## config.mk

```make
export PLATFORM = sky130hd
export DESIGN_NAME = branch_ctrl
export DESIGN_NICKNAME = d
export VERILOG_FILES = /design/src/rtl/branch_ctrl.sv
export SDC_FILE = /design/constraint.sdc
export NUM_CORES = 1
export LEC_CHECK = 0
export CAP_MARGIN = 20
export CORE_UTILIZATION = 40
export CTS_CLUSTER_DIAMETER = 80
export CTS_CLUSTER_SIZE = 12
export DETAILED_ROUTE_END_ITERATION = 8
export HOLD_SLACK_MARGIN = 0.02
export PLACE_DENSITY = 0.7
export SYNTH_ARGS = -nofsm -noshare
export SYNTH_HDL_FRONTEND = slang
export SYNTH_SLANG_ARGS = --single-unit
```

## constraint.sdc

```tcl
create_clock -name clk -period 13.62 [get_ports clk]
set_input_delay 1.362 -clock clk [delete_from_list [all_inputs] [get_ports clk]]
set_output_delay 1.362 -clock clk [all_outputs]
set_load 0.02 [all_outputs]
```

## src/rtl/branch_ctrl.sv

```systemverilog
// branch_ctrl: sequences the branch comparator for cond branches, JAL and JALR; emits redirect/flush, error pulses or link writeback.
// Optional BRANCH_PREDICT_EN: static BTFN prediction for cond branches (redirect only on mispredict).
module branch_ctrl #(
  parameter int XLEN = 32,
  parameter int RD_W = 5
) (
  input  logic            clk,
  input  logic            rst,
  input  logic            issue_valid,
  output logic            issue_ready,
  input  logic [1:0]      issue_kind,
  input  logic [2:0]      issue_func,
  input  logic [XLEN-1:0] issue_pc,
  input  logic [XLEN-1:0] issue_rs1,
  input  logic [XLEN-1:0] issue_rs2,
  input  logic [XLEN-1:0] issue_imm,
  input  logic [RD_W-1:0] issue_rd,
  output logic [XLEN-1:0] cmp_a,
  output logic [XLEN-1:0] cmp_b,
  output logic [2:0]      cmp_func,
  input  logic            cmp_taken,
  output logic            redirect_valid,
  output logic [XLEN-1:0] redirect_pc,
  output logic            flush,
  output logic            res_valid,
  input  logic            res_ready,
  output logic [XLEN-1:0] res_data,
  output logic [RD_W-1:0] res_rd,
  output logic            misalign_err,
  output logic            illegal_err
);
  typedef enum logic [1:0] {IDLE, EVAL, RESOLVE, WB} state_t;
  state_t          state_q;
  logic [1:0]      kind_q;
  logic [2:0]      func_q;
  logic [XLEN-1:0] pc_q, rs1_q, rs2_q, imm_q, redirect_pc_q, res_data_q;
  logic [RD_W-1:0] rd_q, res_rd_q;
  logic            redirect_q, flush_q, res_valid_q, misalign_q, illegal_q;
  logic [XLEN-1:0] jalr_sum, target_d, link_d, redir_pc_d;
  logic            is_jump, illegal_d, taken_d, misalign_d, redir_d, pred_d;
  assign issue_ready    = state_q == IDLE;
  assign cmp_a          = rs1_q;
  assign cmp_b          = rs2_q;
  assign cmp_func       = func_q;
  assign redirect_valid = redirect_q;
  assign redirect_pc    = redirect_pc_q;
  assign flush          = flush_q;
  assign res_valid      = res_valid_q;
  assign res_data       = res_data_q;
  assign res_rd         = res_rd_q;
  assign misalign_err   = misalign_q;
  assign illegal_err    = illegal_q;
  always_comb begin
    is_jump    = kind_q == 2'd1 || kind_q == 2'd2;
    illegal_d  = kind_q == 2'd3 || (kind_q == 2'd0 && func_q[2:1] == 2'b01);
    jalr_sum   = rs1_q + imm_q;
    target_d   = kind_q == 2'd2 ? {jalr_sum[XLEN-1:1], 1'b0} : pc_q + imm_q;
    link_d     = pc_q + XLEN'(4);
    taken_d    = is_jump || (kind_q == 2'd0 && cmp_taken);
    misalign_d = taken_d && target_d[1:0] != 2'b00;
`ifdef BRANCH_PREDICT_EN
    // backward cond branches were already followed by fetch
    pred_d     = kind_q == 2'd0 && imm_q[XLEN-1];
    redir_d    = is_jump || (kind_q == 2'd0 && cmp_taken != pred_d);
    redir_pc_d = (pred_d && !cmp_taken) ? link_d : target_d;
`else
    pred_d     = 1'b0;
    redir_d    = taken_d;
    redir_pc_d = target_d;
`endif
  end
  always_ff @(posedge clk or posedge rst) begin
    if (rst) begin
      state_q       <= IDLE;
      kind_q        <= '0;
      func_q        <= '0;
      pc_q          <= '0;
      rs1_q         <= '0;
      rs2_q         <= '0;
      imm_q         <= '0;
      rd_q          <= '0;
      redirect_q    <= 1'b0;
      flush_q       <= 1'b0;
      redirect_pc_q <= '0;
      res_valid_q   <= 1'b0;
      res_data_q    <= '0;
      res_rd_q      <= '0;
      misalign_q    <= 1'b0;
      illegal_q     <= 1'b0;
    end else begin
      redirect_q <= 1'b0;
      flush_q    <= 1'b0;
      misalign_q <= 1'b0;
      illegal_q  <= 1'b0;
      case (state_q)
        IDLE: if (issue_valid) begin
          kind_q  <= issue_kind;
          func_q  <= issue_func;
          pc_q    <= issue_pc;
          rs1_q   <= issue_rs1;
          rs2_q   <= issue_rs2;
          imm_q   <= issue_imm;
          rd_q    <= issue_rd;
          state_q <= EVAL;
        end
        EVAL: begin
          illegal_q  <= illegal_d;
          misalign_q <= !illegal_d && misalign_d;
          redirect_q <= !illegal_d && !misalign_d && redir_d;
          flush_q    <= !illegal_d && !misalign_d && redir_d;
          if (!illegal_d && !misalign_d && redir_d) redirect_pc_q <= redir_pc_d;
          state_q    <= RESOLVE;
        end
        RESOLVE: if (is_jump && !misalign_q) begin
          res_valid_q <= 1'b1;
          res_data_q  <= link_d;
          res_rd_q    <= rd_q;
          state_q     <= WB;
        end else begin
          state_q <= IDLE;
        end
        WB: if (res_ready) begin
          res_valid_q <= 1'b0;
          state_q     <= IDLE;
        end
      endcase
    end
  end
endmodule

```

# Word-level counts from Yosys, hierarchy flattened
# Cells that the tools add are included.
[totals]
reg_bits = 213
out_inout_bits = 142
[op_classes]
n_mux = 11
add_sub_neg = 3
n_reduce_logical = 22
n_eq_ne = 10
[ops]
columns = ["operator", "count"]
rows = [
  ["$add 32x32->32", 2],
  ["$add 32x3->32 const B", 1],
  ["$mux 32", 1],
  ["$eq 2x2->1 const B", 4],
  ["$pmux 2 s4", 1],
  ["$reduce_and 2->1", 4],
  ["$logic_and 1x1->1", 7],
  ["$eq 2x1->1 const B", 3],
  ["$mux 2", 3],
  ["$ne 2x2->1 const B", 3],
  ["$mux 1", 5],
  ["$logic_not 2->1", 2],
  ["$reduce_bool 2->1", 2],
  ["$logic_not 1->1", 3],
  ["$logic_or 1x1->1", 3],
  ["$reduce_and 3->1", 1],
  ["$pmux 1 s2", 1],
]

# Logic depth before layout (Yosys ltp)
# Gate-level depths: netlist (run 1).
[logic_depth]
word_depth = 8
depth_mapped = 12
depth_no_buf = 12

# Worst setup path after synthesis (run 1)
# No wires, ideal clock.
[synth_path]
kind = "input to register"
from = "in cmp_taken"
to = "reg redirect_pc_q[28] (netlist: redirect_pc[28])"
setup_ns = 0.124
cell_stages = 9
n_path_buf = 1
setup_slack_ns = 10.697
t_arrival_ns = 2.798
path_cell_list = "a21oi_1 nor3b_1 nand2_1 or2_2 clkbuf_1 nor2_1 o21ai_0 a211oi_1 nor2_1"
[synth_between]
elab_chain_cells = 7
[synth_rtl]
columns = ["element", "line", "text"]
rows = [
  ["from (decl)", "21", "input logic cmp_taken,"],
  ["$logic_and 1x1->1 *", "59", "taken_d = is_jump || (kind_q == 2'd0 && cmp_taken);"],
  ["$logic_or 1x1->1 *", "59", ""],
  ["$logic_and 1x1->1", "60", "misalign_d = taken_d && target_d[1:0] != 2'b00;"],
  ["$logic_not 1->1", "111", "if (!illegal_d && !misalign_d && redir_d) redirect_pc_q <= redir_pc_d;"],
  ["$logic_and 1x1->1", "111", ""],
  ["$logic_and 1x1->1 *", "111", ""],
  ["$reduce_and 2->1 (no source line) *", "--", ""],
  ["to (signal assigned)", "111", ""],
  ["to (decl)", "36", "logic [XLEN-1:0] pc_q, rs1_q, rs2_q, imm_q, redirect_pc_q, res_data_q;"],
]
# Every way passes the cells marked *; elsewhere a longest branch is shown, timed or not.
# A chain may end at the register's enable or synchronous reset.

# Final worst setup path (run 1)
[layout_path]
from = "in issue_valid"
to = "reg imm_q[0]"
[layout_between]
elab_chain_cells = 1
[layout_rtl]
columns = ["element", "line", "text"]
rows = [
  ["from (decl)", "9", "input logic issue_valid,"],
  ["$reduce_and 2->1 (no source line)", "--", ""],
  ["to (signal assigned)", "102", "imm_q <= issue_imm;"],
  ["to (decl)", "36", ""],
]
# No other way between the ends.

==> results of run 1 <==
metal layers:
layer / vias to the layer above / track usage [%]
li1: 4591 / -
met1: 4475 / 28.8
met2: 278 / 34.2
met3: 32 / 5.26
met4: 0 / 5.01
met5: - / 0
critical path: cells and delay by family:
kind,cells,cell delay [ps]
buffers and inverters,2,1280
and+or+nand+nor,1,700
muxes,1,420
report_power, final:
part	leakage, uW	total [uW]	internal (uW)	switching (uW)
Sequential	0.00253	1260	949	316
Combinational	0.00364	3000	1390	1600
Clock	0.000267	507	273	234
logic make-up after synthesis:
logic type               share of synthesized area, %
buffers and inverters                            2.15
AND/OR/NAND/NOR                                  10.9
AO/OA/AOI/OAI                                    14.7
adder cells (fa/ha/maj)                          7.26
multiplexers                                     13.5
XOR/XNOR                                         6.11
flip-flops                                       45.3
stage by stage:
step	instance area (um^2)	setup slack, ps
global route	15500	9880
detailed placement	15000	9500
global placement	15000	9530
finish	15500	10020
CTS	15500	10060
floorplan	11800	6440
synth_stat cells (22+ instances only):
cell type,number,area [um^2]
a21o_1,24,180
a21oi_1,107,536
clkbuf_1,35,131
dfrtp_1,213,5330
ha_1,65,813
inv_1,22,82.6
mux2_2,136,1530
nand2_1,90,338
nor2_1,88,330
o21ai_0,62,310
xnor2_1,48,420
xor2_1,34,298
state kept, by name, indices dropped and copies added, names as in the netlist, 5 cells and up:
name,flops
cmp_a,32
cmp_b,32
imm_q,32
pc_q,32
rd_q,5
redirect_pc,32
res_data,32
res_rd,5
path summary, 6_finish.rpt:
| check | to | from | depth (start not counted) | slack (ps) |
|---|---|---|---|---|
| max | imm_q[0]$_DFFE_PP0P_ | issue_valid | 4 | 10020 |
| min | redirect_pc[16]$_DFFE_PP0P_ | redirect_pc[16]$_DFFE_PP0P_ | 2 | 490 |
| max reg2reg | redirect_pc[19]$_DFFE_PP0P_ | imm_q[0]$_DFFE_PP0P_ | 10 | 10210 |
| min reg2reg | redirect_pc[16]$_DFFE_PP0P_ | redirect_pc[16]$_DFFE_PP0P_ | 2 | 490 |
| max in group asynchronous | res_data[20]$_DFFE_PP0P_ | rst | 3 | 10580 |
| min in group asynchronous | cmp_b[28]$_DFFE_PP0P_ | rst | 2 | 1410 |
final cells by class:
class                      count  share of cell area [%]
multi-input combinational    850                    39.9
sequential                   213                    34.3
timing repair buffer         289                    18.6
clock buffer                  21                    3.39
tap                          384                    3.10
inverter                      22                   0.581
clock inverter                 2                  0.0887
==> run metrics, run 1 <==
vias in the first global route 9527; slowest library cell on the worst path buf_4; Final TNS setup 0 ps; clock tree buffer depth 3; Reg clk slew, reported paths 60 ps; drt drc 0; Top Layer Used met4; Post-CTS Resized 0; EDFF count, synth 0; fraction of layout cells with a size suffix above 1 13.2%; die width 173 um; multi-input logic area 6200 um^2; Rows 62; Filler cells 2562; Vias/cell 5.26; RSZ-0062 raised after global routing no; Worst Hold Class flop to flop; Starting Density 40.9%; Ys Warns 0; Slew Viols, Final 0; status complete, no violations; CP Max Fanout 75; Cell Area, Synth 11800 um^2; Synth cell types 63; Routed Antenna Nets 0; Post-DP HPWL 24300 um; leak pwr around 0.0064 uW; nets ~1600; Post-Place Cells 1758; Syn Area/Cell 10.4 um^2; Diodes inserted 0; CTS Buf Count 21; worst-margin pin slew 993 ps; final worst path period share 26.4%; worst-case vdd ir drop ~0.17 mV; GP Congestion 0.860; commonest non-fill, non-tap cell in the layout clkdlybuf4s50_1; Post-Syn Instances 1129; Clock Sinks 213; CP startpoint kind primary input; # port buffers 284; final core utilization a little over half; DRT Pass-1 Iters 5; pin count of the biggest net entering global routing 137; total power 4770 uW; CP Class primary input to flop; CTS tree done; total track usage 21.3%; register area between 5000 and 6000 um^2; Setup violations, final 0; hold slack a little under 500 ps; post-synthesis sequential area ratio 45.3%; syn_nets between 1000 and 1500; Core Region about 29000 um^2; I/O pins 285; PD cells 307 nW/um^2; Root Driver clkbuf_16; Met2 Wirelength 14500 um; Die H 173 um; crit-path max cell delay 820 ps; Async SR Flop Fraction 100%; Hold Buf Count CTS 0; most frequent cells in the layout 284 x clkdlybuf4s50_1, 213 x dfrtp_1, 136 x mux2_2; Metal-1 WL 14400 um; initial antenna violation count 0; Remaining Overflow, GRT 0; final hold vios 0; routed wl met3 2350 um; die area approximately 30000 um^2; Final Skew 15.8 ps; Final Non-Filler Cells 1781; first-pass GRT wire length 51200 um; data arrival time of the worst path 3980 ps; H-tree depth 1; wirelength, routed between 30000 and 40000 um; First DRT Iteration DRCs 458; Slew HR 33.8%; flops & latches, synth approximately 210; fmax between 0.2 and 0.3 GHz; data required time of the worst path 14000 ps; critical-path cell list clkdlybuf4s50_1, and2_4, buf_4, mux2_2; average wire per standard cell 17.9 um; DR vias 9376; Max Cap Violations 0; Tmin final 3600 ps; Setup crit end kind flop; Layout area overhead 31.9%; post-CTS setup buffers 0; Main synth FF type dfrtp_1; worst skew pair latency between 500 and 600 ps
Power figures use the tool's default switching activity.
==> inputs of run 2 (changes only) <==
==> constraint.sdc (replaced) <==
create_clock -name clk -period 3.7 [get_ports clk]
set_input_delay 0.37 -clock clk [delete_from_list [all_inputs] [get_ports clk]]
set_output_delay 0.37 -clock clk [all_outputs]
set_load 0.02 [all_outputs]
==> run metrics, run 2 (synthesis results as in run 1) <==
DR vias 9485; Hold Buf Count CTS 0; Tmin final between 2000 and 3000 ps; Post-DP HPWL 25200 um; Vias/cell 5.30; CTS tree done; worst setup margin 742 ps; pin count of the biggest net entering global routing 111; CP startpoint kind flop; commonest non-fill, non-tap cell in the layout clkdlybuf4s50_1; clock tree buffer depth 3; worst skew pair latency 510 ps; GP Congestion 0.920; Remaining Overflow, GRT 0; leak pwr 0.00649 uW; Max Cap Violations 0; Die H 173 um; total power 17800 uW; average wire per standard cell 18.3 um; final worst path period share approximately 80%; Final Skew 15.7 ps; CTS Buf Count 21; I/O pins 285; worst-margin pin slew 635 ps; Diodes inserted 0; Clock Sinks 213; CP Max Fanout 4; first-pass GRT wire length 52900 um; Reg clk slew, reported paths 70 ps; pre-CTS setup slack 755 ps; Filler cells roughly 2500; fmax 0.338 GHz; Rows 62; Root Driver clkbuf_16; CP Class flop to flop; post-CTS setup buffers 0; Post-CTS Resized 0; vias in the first global route between 9000 and 10000; final hold vios 0; # port buffers 284; data arrival time of the worst path 3390 ps; most frequent cells in the layout 284 x clkdlybuf4s50_1, 213 x dfrtp_1, 136 x mux2_2; fraction of layout cells with a size suffix above 1 13.6%; nets roughly 1600; Slew HR 57.7%; Starting Density 40.9%; initial antenna violation count 0; PD cells 1140 nW/um^2; H-tree depth 1; Routed Antenna Nets 0; Layout area overhead 32.9%; die area 30100 um^2; data required time of the worst path 4140 ps; total track usage between 20 and 25%; DRT Pass-1 Iters 5; status complete, no violations; Final TNS setup 0 ps; hold slack between 150 and 200 ps; drt drc 0; Worst Hold Class primary input to asynchronous set/reset pin; RSZ-0062 raised after global routing no; Slew Viols, Final 0; Setup violations, final 0; First DRT Iteration DRCs 530; Core Region 28800 um^2; worst-case vdd ir drop 0.540 mV; die width 173 um; wirelength, routed 32700 um; Setup crit end kind flop
[run 2: cell types whose count changed in the layout (fill, tap and decap cells not counted)]
cell and change:
buf_12 +4, buf_4 +3, clkbuf_1 +1, clkbuf_8 +1, clkinv_2 -1, clkinvlp_4 +1
inv_8 -1
[run 2: final timing paths]
kind                                             from                     endpoint  slack [ps]  cells past startpoint
worst max-delay path             cmp_a[1]$_DFFE_PP0P_  redirect_pc[28]$_DFFE_PP0P_         740                     11
worst min-delay path                              rst   redirect_pc[8]$_DFFE_PP0P_         190                      2
worst max register to register   cmp_a[1]$_DFFE_PP0P_  redirect_pc[28]$_DFFE_PP0P_         740                     11
worst min register to register  res_valid$_DFFE_PP0P_        res_valid$_DFFE_PP0P_         480                      1
max in group asynchronous                         rst     res_data[31]$_DFFE_PP0P_        2570                      3
min in group clk                        issue_func[2]      cmp_func[2]$_DFFE_PP0P_         440                      3
[run 2: routing by layer]
metal | track usage [%] | routed length [um] | part of all wire (%)
met1 | 30.0 | 14700 | 45
met2 | 35.3 | 14800 | 45
met3 | 4.91 | 2420 | 7.4
met4 | 5.97 | 766 | 2.3
met5 | 0 | 0 | 0
[run 2: final cells by class]
| class | instances | area, um^2 | area share (%) |
|---|---|---|---|
| multi-input cells | 850 | 6200 | 39.7 |
| flip-flops and latches | 213 | 5330 | 34.1 |
| repair buffers | 296 | 2980 | 19.1 |
| clock buffers | 23 | 543 | 3.47 |
| well taps | 384 | 480 | 3.07 |
| inverters | 22 | 86.3 | 0.552 |
| clock inverters | 1 | 8.76 | 0.0560 |
[run 2: stage by stage]
| step | std cells | util [%] | instance area (um^2) |
|---|---|---|---|
| 2_1_floorplan | 1129 | - | 11800 |
| 3_3_place_gp | 1765 | 52.4 | 15100 |
| 3_5_place_dp | 1765 | 52.4 | 15100 |
| 4_1_cts | 1789 | 54.3 | 15600 |
| 5_1_grt | 1789 | 54.3 | 15600 |
| 6_report | 1789 | 54.3 | 15600 |
[run 2: where the power goes]
part           internal, uW  total, uW  switching (uW)
Sequential             3490       4650            1160
Combinational          5190      11200            6060
Clock                  1030       1900             875
[run 2: worst max-delay path, cell delays in order, from the launching register on]
cell and delay, ps:
dfrtp_1 390, inv_1 90, fa_1 460, nor2b_1 210, o31ai_1 160, a211o_1 340
a41oi_1 360, nand4_1 140, o21ai_0 230, mux2i_1 250, o221ai_1 140, nor2_1 110
